`src/rtl/wb_pkg.sv`:
```
// Shared types and defaults for the register-file writeback port arbiter.
package wb_pkg;

  localparam int AW   = 5;
  localparam int XLEN = 32;

  localparam logic [AW-1:0] REG_ZERO = '0;

  typedef struct packed {
    logic [AW-1:0]   rd;
    logic [XLEN-1:0] data;
  } wb_req_t;

  typedef enum logic [1:0] {
    SEL_IDLE = 2'd0,
    SEL_PIPE = 2'd1,
    SEL_FIFO = 2'd2
  } wb_sel_e;

endpackage

```
`src/rtl/wb_port_arbiter_if.sv`:
```
// Writeback sources, register-file write port and hazard query signals.
interface wb_port_arbiter_if #(
  parameter int AW   = wb_pkg::AW,
  parameter int XLEN = wb_pkg::XLEN
);

  logic            pipe_valid;
  logic [AW-1:0]   pipe_rd;
  logic [XLEN-1:0] pipe_data;
  logic            pipe_ready;

  logic            ll_valid;
  logic [AW-1:0]   ll_rd;
  logic [XLEN-1:0] ll_data;
  logic            ll_ready;

  logic            rf_we;
  logic [AW-1:0]   rf_waddr;
  logic [XLEN-1:0] rf_wdata;

  logic [AW-1:0]   qry_rs1;
  logic [AW-1:0]   qry_rs2;
  logic [AW-1:0]   qry_rd;
  logic            rs1_pend;
  logic            rs2_pend;
  logic            rd_pend;

  modport master (
    output pipe_valid, pipe_rd, pipe_data, ll_valid, ll_rd, ll_data,
           qry_rs1, qry_rs2, qry_rd,
    input  pipe_ready, ll_ready, rf_we, rf_waddr, rf_wdata,
           rs1_pend, rs2_pend, rd_pend
  );

  modport slave (
    input  pipe_valid, pipe_rd, pipe_data, ll_valid, ll_rd, ll_data,
           qry_rs1, qry_rs2, qry_rd,
    output pipe_ready, ll_ready, rf_we, rf_waddr, rf_wdata,
           rs1_pend, rs2_pend, rd_pend
  );

endinterface

```
`src/rtl/wb_fifo.sv`:
```
// Circular buffer for long-latency writeback results; exposes every slot's rd/valid.
module wb_fifo import wb_pkg::*; #(
  parameter int  DEPTH = 4,
  parameter int  AW    = wb_pkg::AW,
  parameter type req_t = wb_req_t
) (
  input  logic                        clk,
  input  logic                        rst,
  input  logic                        push,
  input  req_t                        wdata,
  input  logic                        pop,
  output req_t                        head,
  output logic [$clog2(DEPTH):0]      count,
  output logic                        full,
  output logic                        empty,
  output logic [DEPTH-1:0]            ent_valid,
  output logic [DEPTH-1:0][AW-1:0]    ent_rd
);

  localparam int PW = $clog2(DEPTH);
  localparam int CW = PW + 1;

  req_t          mem [DEPTH];
  logic [PW-1:0] wptr;
  logic [PW-1:0] rptr;

  always_ff @(posedge clk or posedge rst) begin
    if (rst) begin
      wptr  <= '0;
      rptr  <= '0;
      count <= '0;
    end else begin
      if (push) wptr <= wptr + PW'(1);
      if (pop)  rptr <= rptr + PW'(1);
      unique case ({push, pop})
        2'b10:   count <= count + CW'(1);
        2'b01:   count <= count - CW'(1);
        default: count <= count;
      endcase
    end
  end

  always_ff @(posedge clk) begin
    if (push) mem[wptr] <= wdata;
  end

  assign head  = mem[rptr];
  assign full  = (count == CW'(DEPTH));
  assign empty = (count == '0);

  // A slot is live when its distance from the read pointer is below the fill level.
  always_comb begin
    ent_valid = '0;
    ent_rd    = '0;
    for (int unsigned i = 0; i < DEPTH; i++) begin
      ent_valid[i] = ({1'b0, PW'(PW'(i) - rptr)} < count);
      ent_rd[i]    = mem[i].rd;
    end
  end

endmodule

```
`src/rtl/wb_port_arbiter.sv`:
```
// Arbitrates the single register-file write port between the WB stage and a buffered long-latency source.
module wb_port_arbiter import wb_pkg::*; #(
  parameter int DEPTH        = 4,
  parameter int STARVE_LIMIT = 8,
  parameter int XLEN         = wb_pkg::XLEN,
  parameter int AW           = wb_pkg::AW
) (
  input  logic              clk,
  input  logic              rst,
  wb_port_arbiter_if.slave  bus
);

  localparam int CW = $clog2(DEPTH) + 1;
  localparam int SW = $clog2(STARVE_LIMIT + 1);

  typedef struct packed {
    logic [AW-1:0]   rd;
    logic [XLEN-1:0] data;
  } req_t;

  req_t                    pipe_req;
  req_t                    ll_req;
  req_t                    fifo_head;
  req_t                    sel_req;
  wb_sel_e                 sel;
  logic [CW-1:0]           count;
  logic                    full;
  logic                    empty;
  logic [DEPTH-1:0]        ent_valid;
  logic [DEPTH-1:0][AW-1:0] ent_rd;
  logic                    push;
  logic                    pop;
  logic                    force_drain;
  logic [SW-1:0]           starve_cnt;
  logic                    rf_we_q;
  logic [AW-1:0]           rf_waddr_q;
  logic [XLEN-1:0]         rf_wdata_q;
  logic                    rs1_hit;
  logic                    rs2_hit;
  logic                    rd_hit;

  assign pipe_req = '{rd: bus.pipe_rd, data: bus.pipe_data};
  assign ll_req   = '{rd: bus.ll_rd,   data: bus.ll_data};

  assign bus.ll_ready = (count < CW'(DEPTH));
  assign push         = bus.ll_valid && !full;

  assign force_drain    = (starve_cnt == SW'(STARVE_LIMIT)) && !empty;
  assign bus.pipe_ready = !force_drain;

  always_comb begin
    sel = SEL_IDLE;
    if (force_drain)         sel = SEL_FIFO;
    else if (bus.pipe_valid) sel = SEL_PIPE;
    else if (!empty)         sel = SEL_FIFO;
  end

  assign pop     = (sel == SEL_FIFO);
  assign sel_req = pop ? fifo_head : pipe_req;

  wb_fifo #(
    .DEPTH (DEPTH),
    .AW    (AW),
    .req_t (req_t)
  ) u_fifo (
    .clk       (clk),
    .rst       (rst),
    .push      (push),
    .wdata     (ll_req),
    .pop       (pop),
    .head      (fifo_head),
    .count     (count),
    .full      (full),
    .empty     (empty),
    .ent_valid (ent_valid),
    .ent_rd    (ent_rd)
  );

  // x0 writes still complete their handshake but never assert the write enable.
  always_ff @(posedge clk or posedge rst) begin
    if (rst) begin
      rf_we_q    <= 1'b0;
      rf_waddr_q <= '0;
      rf_wdata_q <= '0;
    end else begin
      rf_we_q <= (sel != SEL_IDLE) && (sel_req.rd != AW'(REG_ZERO));
      if (sel != SEL_IDLE) begin
        rf_waddr_q <= sel_req.rd;
        rf_wdata_q <= sel_req.data;
      end
    end
  end

  assign bus.rf_we    = rf_we_q;
  assign bus.rf_waddr = rf_waddr_q;
  assign bus.rf_wdata = rf_wdata_q;

  always_ff @(posedge clk or posedge rst) begin
    if (rst) begin
      starve_cnt <= '0;
    end else if (pop || empty) begin
      starve_cnt <= '0;
    end else if ((sel == SEL_PIPE) && (starve_cnt != SW'(STARVE_LIMIT))) begin
      starve_cnt <= starve_cnt + SW'(1);
    end
  end

  always_comb begin
    rs1_hit = 1'b0;
    rs2_hit = 1'b0;
    rd_hit  = 1'b0;
    for (int unsigned i = 0; i < DEPTH; i++) begin
      if (ent_valid[i]) begin
        if (ent_rd[i] == bus.qry_rs1) rs1_hit = 1'b1;
        if (ent_rd[i] == bus.qry_rs2) rs2_hit = 1'b1;
        if (ent_rd[i] == bus.qry_rd)  rd_hit  = 1'b1;
      end
    end
  end

  assign bus.rs1_pend = rs1_hit && (bus.qry_rs1 != AW'(REG_ZERO));
  assign bus.rs2_pend = rs2_hit && (bus.qry_rs2 != AW'(REG_ZERO));
  assign bus.rd_pend  = rd_hit  && (bus.qry_rd  != AW'(REG_ZERO));

endmodule
```
`src/flat_wrapper.sv`:
```
// flat-port wrapper written by rule: the top's interface ports become plain ports
module wb_port_arbiter_flat import wb_pkg::*;
#(
  parameter int DEPTH        = 4,
  parameter int STARVE_LIMIT = 8,
  parameter int XLEN         = wb_pkg::XLEN,
  parameter int AW           = wb_pkg::AW
)
  (clk, rst, bus_pipe_valid, bus_pipe_rd, bus_pipe_data, bus_ll_valid, bus_ll_rd, bus_ll_data, bus_qry_rs1, bus_qry_rs2, bus_qry_rd, bus_pipe_ready, bus_ll_ready, bus_rf_we, bus_rf_waddr, bus_rf_wdata, bus_rs1_pend, bus_rs2_pend, bus_rd_pend);
  wb_port_arbiter_if #(.AW(AW), .XLEN(XLEN)) bus_i ();
  input  logic clk;
  input  logic rst;
  input wire logic [$bits(bus_i.pipe_valid)-1:0] bus_pipe_valid;
  input wire logic [$bits(bus_i.pipe_rd)-1:0] bus_pipe_rd;
  input wire logic [$bits(bus_i.pipe_data)-1:0] bus_pipe_data;
  input wire logic [$bits(bus_i.ll_valid)-1:0] bus_ll_valid;
  input wire logic [$bits(bus_i.ll_rd)-1:0] bus_ll_rd;
  input wire logic [$bits(bus_i.ll_data)-1:0] bus_ll_data;
  input wire logic [$bits(bus_i.qry_rs1)-1:0] bus_qry_rs1;
  input wire logic [$bits(bus_i.qry_rs2)-1:0] bus_qry_rs2;
  input wire logic [$bits(bus_i.qry_rd)-1:0] bus_qry_rd;
  output wire logic [$bits(bus_i.pipe_ready)-1:0] bus_pipe_ready;
  output wire logic [$bits(bus_i.ll_ready)-1:0] bus_ll_ready;
  output wire logic [$bits(bus_i.rf_we)-1:0] bus_rf_we;
  output wire logic [$bits(bus_i.rf_waddr)-1:0] bus_rf_waddr;
  output wire logic [$bits(bus_i.rf_wdata)-1:0] bus_rf_wdata;
  output wire logic [$bits(bus_i.rs1_pend)-1:0] bus_rs1_pend;
  output wire logic [$bits(bus_i.rs2_pend)-1:0] bus_rs2_pend;
  output wire logic [$bits(bus_i.rd_pend)-1:0] bus_rd_pend;
  assign bus_i.pipe_valid = bus_pipe_valid;
  assign bus_i.pipe_rd = bus_pipe_rd;
  assign bus_i.pipe_data = bus_pipe_data;
  assign bus_i.ll_valid = bus_ll_valid;
  assign bus_i.ll_rd = bus_ll_rd;
  assign bus_i.ll_data = bus_ll_data;
  assign bus_i.qry_rs1 = bus_qry_rs1;
  assign bus_i.qry_rs2 = bus_qry_rs2;
  assign bus_i.qry_rd = bus_qry_rd;
  assign bus_pipe_ready = bus_i.pipe_ready;
  assign bus_ll_ready = bus_i.ll_ready;
  assign bus_rf_we = bus_i.rf_we;
  assign bus_rf_waddr = bus_i.rf_waddr;
  assign bus_rf_wdata = bus_i.rf_wdata;
  assign bus_rs1_pend = bus_i.rs1_pend;
  assign bus_rs2_pend = bus_i.rs2_pend;
  assign bus_rd_pend = bus_i.rd_pend;
  wb_port_arbiter #(.DEPTH(DEPTH), .STARVE_LIMIT(STARVE_LIMIT), .XLEN(XLEN), .AW(AW)) u_core (.clk(clk), .rst(rst), .bus(bus_i));
endmodule
```
`config.mk`:
```
export PLATFORM = sky130hd
export DESIGN_NAME = wb_port_arbiter_flat
export DESIGN_NICKNAME = d
export VERILOG_FILES = /design/src/rtl/wb_pkg.sv /design/src/rtl/wb_port_arbiter_if.sv /design/src/rtl/wb_fifo.sv /design/src/rtl/wb_port_arbiter.sv /design/src/flat_wrapper.sv
export SDC_FILE = /design/constraint.sdc
export NUM_CORES = 1
export LEC_CHECK = 0
export ABC_AREA = 1
export BUFFER_PORTS_ARGS = -buffer_cell sky130_fd_sc_hd__clkbuf_2
export CORE_ASPECT_RATIO = 0.5
export CORE_MARGIN = 10
export CORE_UTILIZATION = 30
export DETAILED_ROUTE_END_ITERATION = 10
export PLACE_DENSITY = 0.56
export SLEW_MARGIN = 25
export SYNTH_ARGS = -nofsm -noshare
export SYNTH_HDL_FRONTEND = slang
export SYNTH_SLANG_ARGS = --single-unit
```
`constraint.sdc`:
```
create_clock -name clk -period 4.2 [get_ports clk]
set_clock_uncertainty 0.05 [all_clocks]
set_input_delay 0.21 -clock clk [delete_from_list [all_inputs] [get_ports clk]]
set_output_delay 0.21 -clock clk [all_outputs]
set_load 0.005 [all_outputs]
```
# [Yosys cells after proc, flatten, opt, wreduce, memory -nomap -nowiden]
# Memory sizes are Yosys's and may differ from the RTL's.
# Cells that the tools add are included.
[classes] order_cmp=5 reduce_logical=19 n_eq_ne=19 addsub=9 muxes=33
[ops] op="$eq 5x5->1" n=12
[ops] op="$mux 37" n=1
[ops] op="$mux 1" n=26
[ops] op="$reduce_bool 5->1" n=4
[ops] op="$lt 2x3->1" n=4
[ops] op="$mux 4" n=2
[ops] op="$logic_and 1x1->1" n=7
[ops] op="$mux 2" n=3
[ops] op="$pmux 3 s2" n=1
[ops] op="$reduce_bool 2->1" n=3
[ops] op="$add 2x1->2 const B" n=2
[ops] op="$add 4x1->4 const B" n=1
[ops] op="$eq 2x1->1 const B" n=2
[ops] op="$eq 2x2->1 const B" n=2
[ops] op="$eq 4x4->1 const B" n=1
[ops] op="$ne 4x4->1 const B" n=1
[ops] op="$sub 1x2->2 const A" n=2
[ops] op="$sub 2x2->2 const A" n=2
[ops] op="$add 3x1->3 const B" n=1
[ops] op="$eq 3x3->1 const B" n=1
[ops] op="$logic_not 1->1" n=3
[ops] op="$logic_not 3->1" n=1
[ops] op="$lt 3x3->1 const B" n=1
[ops] op="$sub 3x1->3 const B" n=1
[ops] op="$logic_or 1x1->1" n=1
[totals] output_inout_bits=43 in_bits=93 memories=1 ramBits=148 regBits=49
[mem_list] memory="u_core.u_fifo.mem" words=4 word_bits=37 read_ports=5 rd_clocked_by_memory_dff=0 wr=1 line="wb_fifo.sv:23" source="req_t mem [DEPTH];"

# [Longest topological paths before layout]
[logic_depth] ltp_word=10 depth_mapped=14 depth_no_buf=12

# [Modules after synthesis]
# A second synthesis with hierarchy kept.
[unflattened] hier_cells=922 hier_area_um2=9809.4
[modules_own_cells] mod="wb_fifo" area_each_um2=6851.6 instances=1 cells_each=452
[modules_own_cells] mod="wb_port_arbiter" area_each_um2=2957.8 instances=1 cells_each=470

# [Worst setup path after synthesis]
# OpenSTA, ideal clock, no wires.
[synth_timing] kind="reg-to-reg" startpoint="reg u_core.u_fifo.count[0]" endpoint="mem u_core.u_fifo.mem[0][0] in the netlist's numbering (enable)" setup_ns=0.431 path_buffers=1 slack_ns=1.427 t_arrival_ns=2.292 path_stages_with_launch=6 path_cell_list="dfrtp_1 buf_6 nor2_8 nand2_1 nand2_1 nor2_1"
[synth_between] elab_chain_cells=5
[synth_rtl] item="start, declared" line="wb_fifo.sv:13" source="output logic [$clog2(DEPTH):0] count,"
[synth_rtl] item="start signal, assigned" line="wb_fifo.sv:36" source="2'b10: count <= count + CW'(1);"
[synth_rtl] item="start signal, assigned" line="wb_fifo.sv:37" source="2'b01: count <= count - CW'(1);"
[synth_rtl] item="start signal, assigned" line="wb_fifo.sv:38" source="default: count <= count;"
[synth_rtl] item="$eq 3x3->1" line="wb_fifo.sv:48" source="assign full = (count == CW'(DEPTH));"
[synth_rtl] item="$logic_not 1->1" line="wb_port_arbiter.sv:46" source="assign push = bus.ll_valid && !full;"
[synth_rtl] item="$logic_and 1x1->1" line="wb_port_arbiter.sv:46"
[synth_rtl] item="$mux 1" line="wb_fifo.sv:44" source="if (push) mem[wptr] <= wdata;"
[synth_rtl] item="$mux 1 (not written as such)" line="wb_fifo.sv:44"
[synth_rtl] item="end, declared" line="wb_fifo.sv:23"
# No other way between the ends.

# [Worst setup path after layout]
[layout_timing] startpoint="reg u_core.u_fifo.rptr[1]" endpoint="out bus_rs1_pend"
[layout_between] elab_chain_cells=10
[layout_rtl] item="start, declared" line="wb_fifo.sv:25" source="logic [PW-1:0] rptr;"
[layout_rtl] item="start signal, assigned" line="wb_fifo.sv:34" source="if (pop) rptr <= rptr + PW'(1);"
[layout_rtl] item="$sub 1x2->2" line="wb_fifo.sv:56" source="ent_valid[i] = ({1'b0, PW'(PW'(i) - rptr)} < count);"
[layout_rtl] item="$lt 2x3->1" line="wb_fifo.sv:56"
[layout_rtl] item="$mux 1" line="wb_port_arbiter.sv:113" source="if (ent_valid[i]) begin"
[layout_rtl] item="$mux 1" line="wb_port_arbiter.sv:114" source="if (ent_rd[i] == bus.qry_rs1) rs1_hit = 1'b1;"
[layout_rtl] item="$mux 1" line="wb_port_arbiter.sv:113"
[layout_rtl] item="$mux 1" line="wb_port_arbiter.sv:114"
[layout_rtl] item="$mux 1" line="wb_port_arbiter.sv:113"
[layout_rtl] item="$mux 1" line="wb_port_arbiter.sv:114"
[layout_rtl] item="$mux 1 *" line="wb_port_arbiter.sv:113"
[layout_rtl] item="$logic_and 1x1->1 *" line="wb_port_arbiter.sv:121" source="assign bus.rs1_pend = rs1_hit && (bus.qry_rs1 != AW'(REG_ZERO));"
[layout_rtl] item="end, declared" line="flat_wrapper.sv:27" source="output wire logic [$bits(bus_i.rs1_pend)-1:0] bus_rs1_pend;"
# Every way passes the cells marked *; elsewhere a longest branch is shown, timed or not.

==> results.sh <==
export IMPL_hold_path_class="primary input to flop"
export IMPL_period_needed_ns=3.12
export IMPL_maxSlewViolCount=0
export IMPL_syn_inst=827
export IMPL_yosys_warnings=0
export IMPL_first_pass_iters=5
export IMPL_p_leak_nw=4.58
export IMPL_grt_pass1_vias=6687
export IMPL_nets=1122
export IMPL_syn_area_per_cell_um2=10.7
export IMPL_synth_edf_count=148
export IMPL_fin_crit_sh_pct=74.4
export IMPL_startpoint="u_core.u_fifo.rptr[1]$_DFFE_PP0N_"
export IMPL_synthFlopType="edfxtp_1"
export IMPL_clk_pin_slew_ns=0.07
export IMPL_routedWlPerCell_um=16.9
export IMPL_synthSimpleGateAreaFrac_pct=21.1
export IMPL_r2r_start="u_core.u_fifo.rptr[0]$_DFFE_PP0N_"
export IMPL_synth_mux_area_fraction_pct=0
export IMPL_ant_nets=0
export IMPL_final_hold_viol_count=0
export IMPL_multiInputGateArea_um2=2880
export IMPL_antenna_found_initial=1
export IMPL_via_per_inst=4.58
export IMPL_port_buffers=135
export IMPL_yosysTopAreaCell="edfxtp_1"
export IMPL_area_delta_synth_final_pct=26.4
export IMPL_yosys_top_cells_area="edfxtp_1 (50%), dfrtp_1 (14%), nand2_1 (12%), xnor2_1 (3.9%), nand3_1 (2.9%)"
export IMPL_grt_max_degree=50
export IMPL_endpoint_kind="primary output"
export IMPL_first_iter_violations=418
export IMPL_yosys_top_cells_count="nand2_1 (294), edfxtp_1 (148), nand3_1 (52)"
export IMPL_synth_distinct_cells=32
export IMPL_synthDominantCellAreaShare_pct=50.2
export IMPL_hold_path_end="u_core.bus.rf_wdata[10]$_DFFE_PP0P_"
export IMPL_critPathRequiredTime_ns=3.94
export IMPL_seq_area_um2=5670
export IMPL_synth_xor_area_share_pct=6.52
export IMPL_maxSlewHeadroom_pct=36.9
export IMPL_rr_worst_depth=9
export IMPL_ios=136
export IMPL_min_from="bus_pipe_data[10]"
export IMPL_worst_slack_ns=1.08
export IMPL_cap_violations=0
export IMPL_fmax_mhz=320
export IMPL_dieWidth_um=263
export IMPL_tns_ns=0
export IMPL_rows=44
export IMPL_finalWirelength_um=24100
export IMPL_root_buffer="clkbuf_16"
export IMPL_synth_area_um2=8860
export IMPL_cts_buffers=17
export IMPL_cts_tree="built"
export IMPL_powerDensity_nw_per_um2=602
export IMPL_htreeDepth=4
export IMPL_post_cts_buffers=0
export IMPL_hold_depth=3
export IMPL_via_count=6514
export IMPL_setup_viol=0
export IMPL_grt_setup_unrepaired="false"
export IMPL_grt_overflow=0
export IMPL_peakVddDrop_uv=291
export IMPL_reg2reg_to="u_core.bus.rf_we$_DFF_PP0_"
export IMPL_grt_pass1_wl_um=37300
export IMPL_synth_nets=932
export IMPL_drive_gt1_share_pct=19.4
export IMPL_place_gp_congestion=0.863
export IMPL_async_flop_share_pct=24.9
export IMPL_fp_dieH_um=142
export IMPL_core_um2=29100
export IMPL_arrival_ns=2.86
export IMPL_ys_ff_latch=197
export IMPL_num_fill_cells=2841
export IMPL_synth_most_common_cell="nand2_1"
export IMPL_clk_path_buf_depth=2
export IMPL_clkLatencyLatePin_ns=0.43
export IMPL_synthAdderAreaFrac_pct=1.78
export IMPL_synth_compound_area_share_pct=2.80
export IMPL_status="complete, no violations"
export IMPL_die_area_um2=37200
export IMPL_seq_area_frac_synth_pct=64.0
export IMPL_pre_cts_ws_ns=1.55
export IMPL_criticalPathCategory="flop to primary output"
export IMPL_cp_max_fo=18
export IMPL_cts_sinks=197
export IMPL_hpwl_um=16500
export IMPL_drc=0
export IMPL_start_util_pct=30.5
export IMPL_start_kind="flop"
export IMPL_synth_top_family_by_area="simple AND/OR/NAND/NOR gates"
export IMPL_ctsResizeCount=0
export IMPL_ff2ff_setup_slack_ns=1.58
export IMPL_grt_util_all_layers_pct=12.7
export IMPL_worstMarginPinSlew_ns=0.940
==> worst max-delay path by stage <==
stage                     cells after the start  slack [ns]                                end
after CTS                                    11        1.07                       bus_rs2_pend
after detailed placement                     11        1.55                       bus_rs2_pend
after global placement                       11        1.56                        bus_rd_pend
after global routing                         11        0.75                       bus_rs2_pend
final                                        11        1.08                       bus_rs1_pend
after floorplan                               5        1.43  u_core.u_fifo.mem[0][0]$_DFFE_PP_
==> per-layer routing <==
layer / wire length, µm / track usage [%] / share of wire (%) / up-vias
met5: 0 / 0 / 0 / -
met4: 495 / 4.39 / 2.1 / 0
met3: 630 / 2.17 / 2.6 / 31
met2: 13500 / 24.9 / 56 / 93
met1: 9450 / 13.5 / 39 / 3235
li1: - / - / - / 3155
==> sequential cells by signal (all words and copies together), names as in the netlist <==
register / flops
u_core.u_fifo.wptr: 2
u_core.u_fifo.mem: 148
u_core.starve_cnt: 4
u_core.u_fifo.count: 3
u_core.bus.rf_wdata: 32
u_core.bus.rf_we: 1
u_core.bus.rf_waddr: 5
u_core.u_fifo.rptr: 2
==> through the flow <==
step | power (W) | std cells | hold WS (ns) | area (µm²) | util (%)
floorplan | 0.00431 | 827 | 0.259 | 8860 | -
detailed placement | 0.00516 | 1319 | 0.386 | 9920 | 34.1
finish | 0.00674 | 1422 | 0.0170 | 11200 | 38.5
global placement | 0.00510 | 1319 | 0.373 | 9920 | 34.1
global route | 0.00718 | 1422 | 0.0215 | 11200 | 38.5
CTS | 0.00682 | 1421 | 0.00161 | 11200 | 38.5
==> final cells by class <==
class | instances | area share (%)
Timing Repair Buffer | 217 | 13.1
Sequential cell | 197 | 50.6
Clock buffer | 19 | 3.87
Clock inverter | 13 | 1.30
Tap cell | 391 | 4.37
Antenna cell | 1 | 0.0223
Inverter | 30 | 1.01
Multi-Input combinational cell | 554 | 25.7
==> what timing repair did <==
item,CTS,global route
hold buffers,70,0
hold endpoints to repair,229,0
endpoints found under the setup margin,0,0
==> layout by cell type (no fill, tap or decap), types with 2 or more instances in the layout <==
master,synthesis,routed
a21oi_1,8,8
a31oi_1,4,4
buf_4,2,12
clkbuf_1,20,2
clkbuf_16,0,17
clkbuf_2,0,135
clkinv_2,0,2
clkinv_4,0,3
dfrtp_1,49,49
dlygate4sd3_1,0,70
edfxtp_1,148,148
ha_1,11,11
inv_1,27,26
inv_2,2,3
inv_6,0,2
inv_8,0,4
nand2_1,294,294
nand2_2,2,2
nand3_1,52,52
nand4_1,33,33
nor2_1,51,47
nor2_2,2,2
nor2_4,1,5
nor3_1,3,3
nor3b_1,3,3
o211ai_1,3,3
o211ai_2,9,9
o21ai_0,7,7
xnor2_1,39,39
xor2_1,27,27
==> worst max-delay path, stage by stage (launching register included) <==
cell and delay, ns:
dfrtp_1 0.75, nand2_1 0.15, nand2_1 0.15, inv_1 0.06
ha_1 0.26, a21boi_0 0.12, o21ai_0 0.47, nand3_1 0.15
nand2_1 0.08, nor2_1 0.04, nor2_1 0.08, clkbuf_2 0.12
==> report_power, final <==
group / switching, W / total, W / internal, W
registers: 0.000313 / 0.00294 / 0.00263
logic: 0.00142 / 0.00219 / 0.000772
clock network: 0.000759 / 0.00160 / 0.000844
==> cell families after synthesis <==
family	count (synthesis)
simple gates	443
flops	197
buf+inv	76
xor+xnor	66
compound gates	33
fa+ha+maj	12
Note: power is estimated with default switching activity, not from simulation.
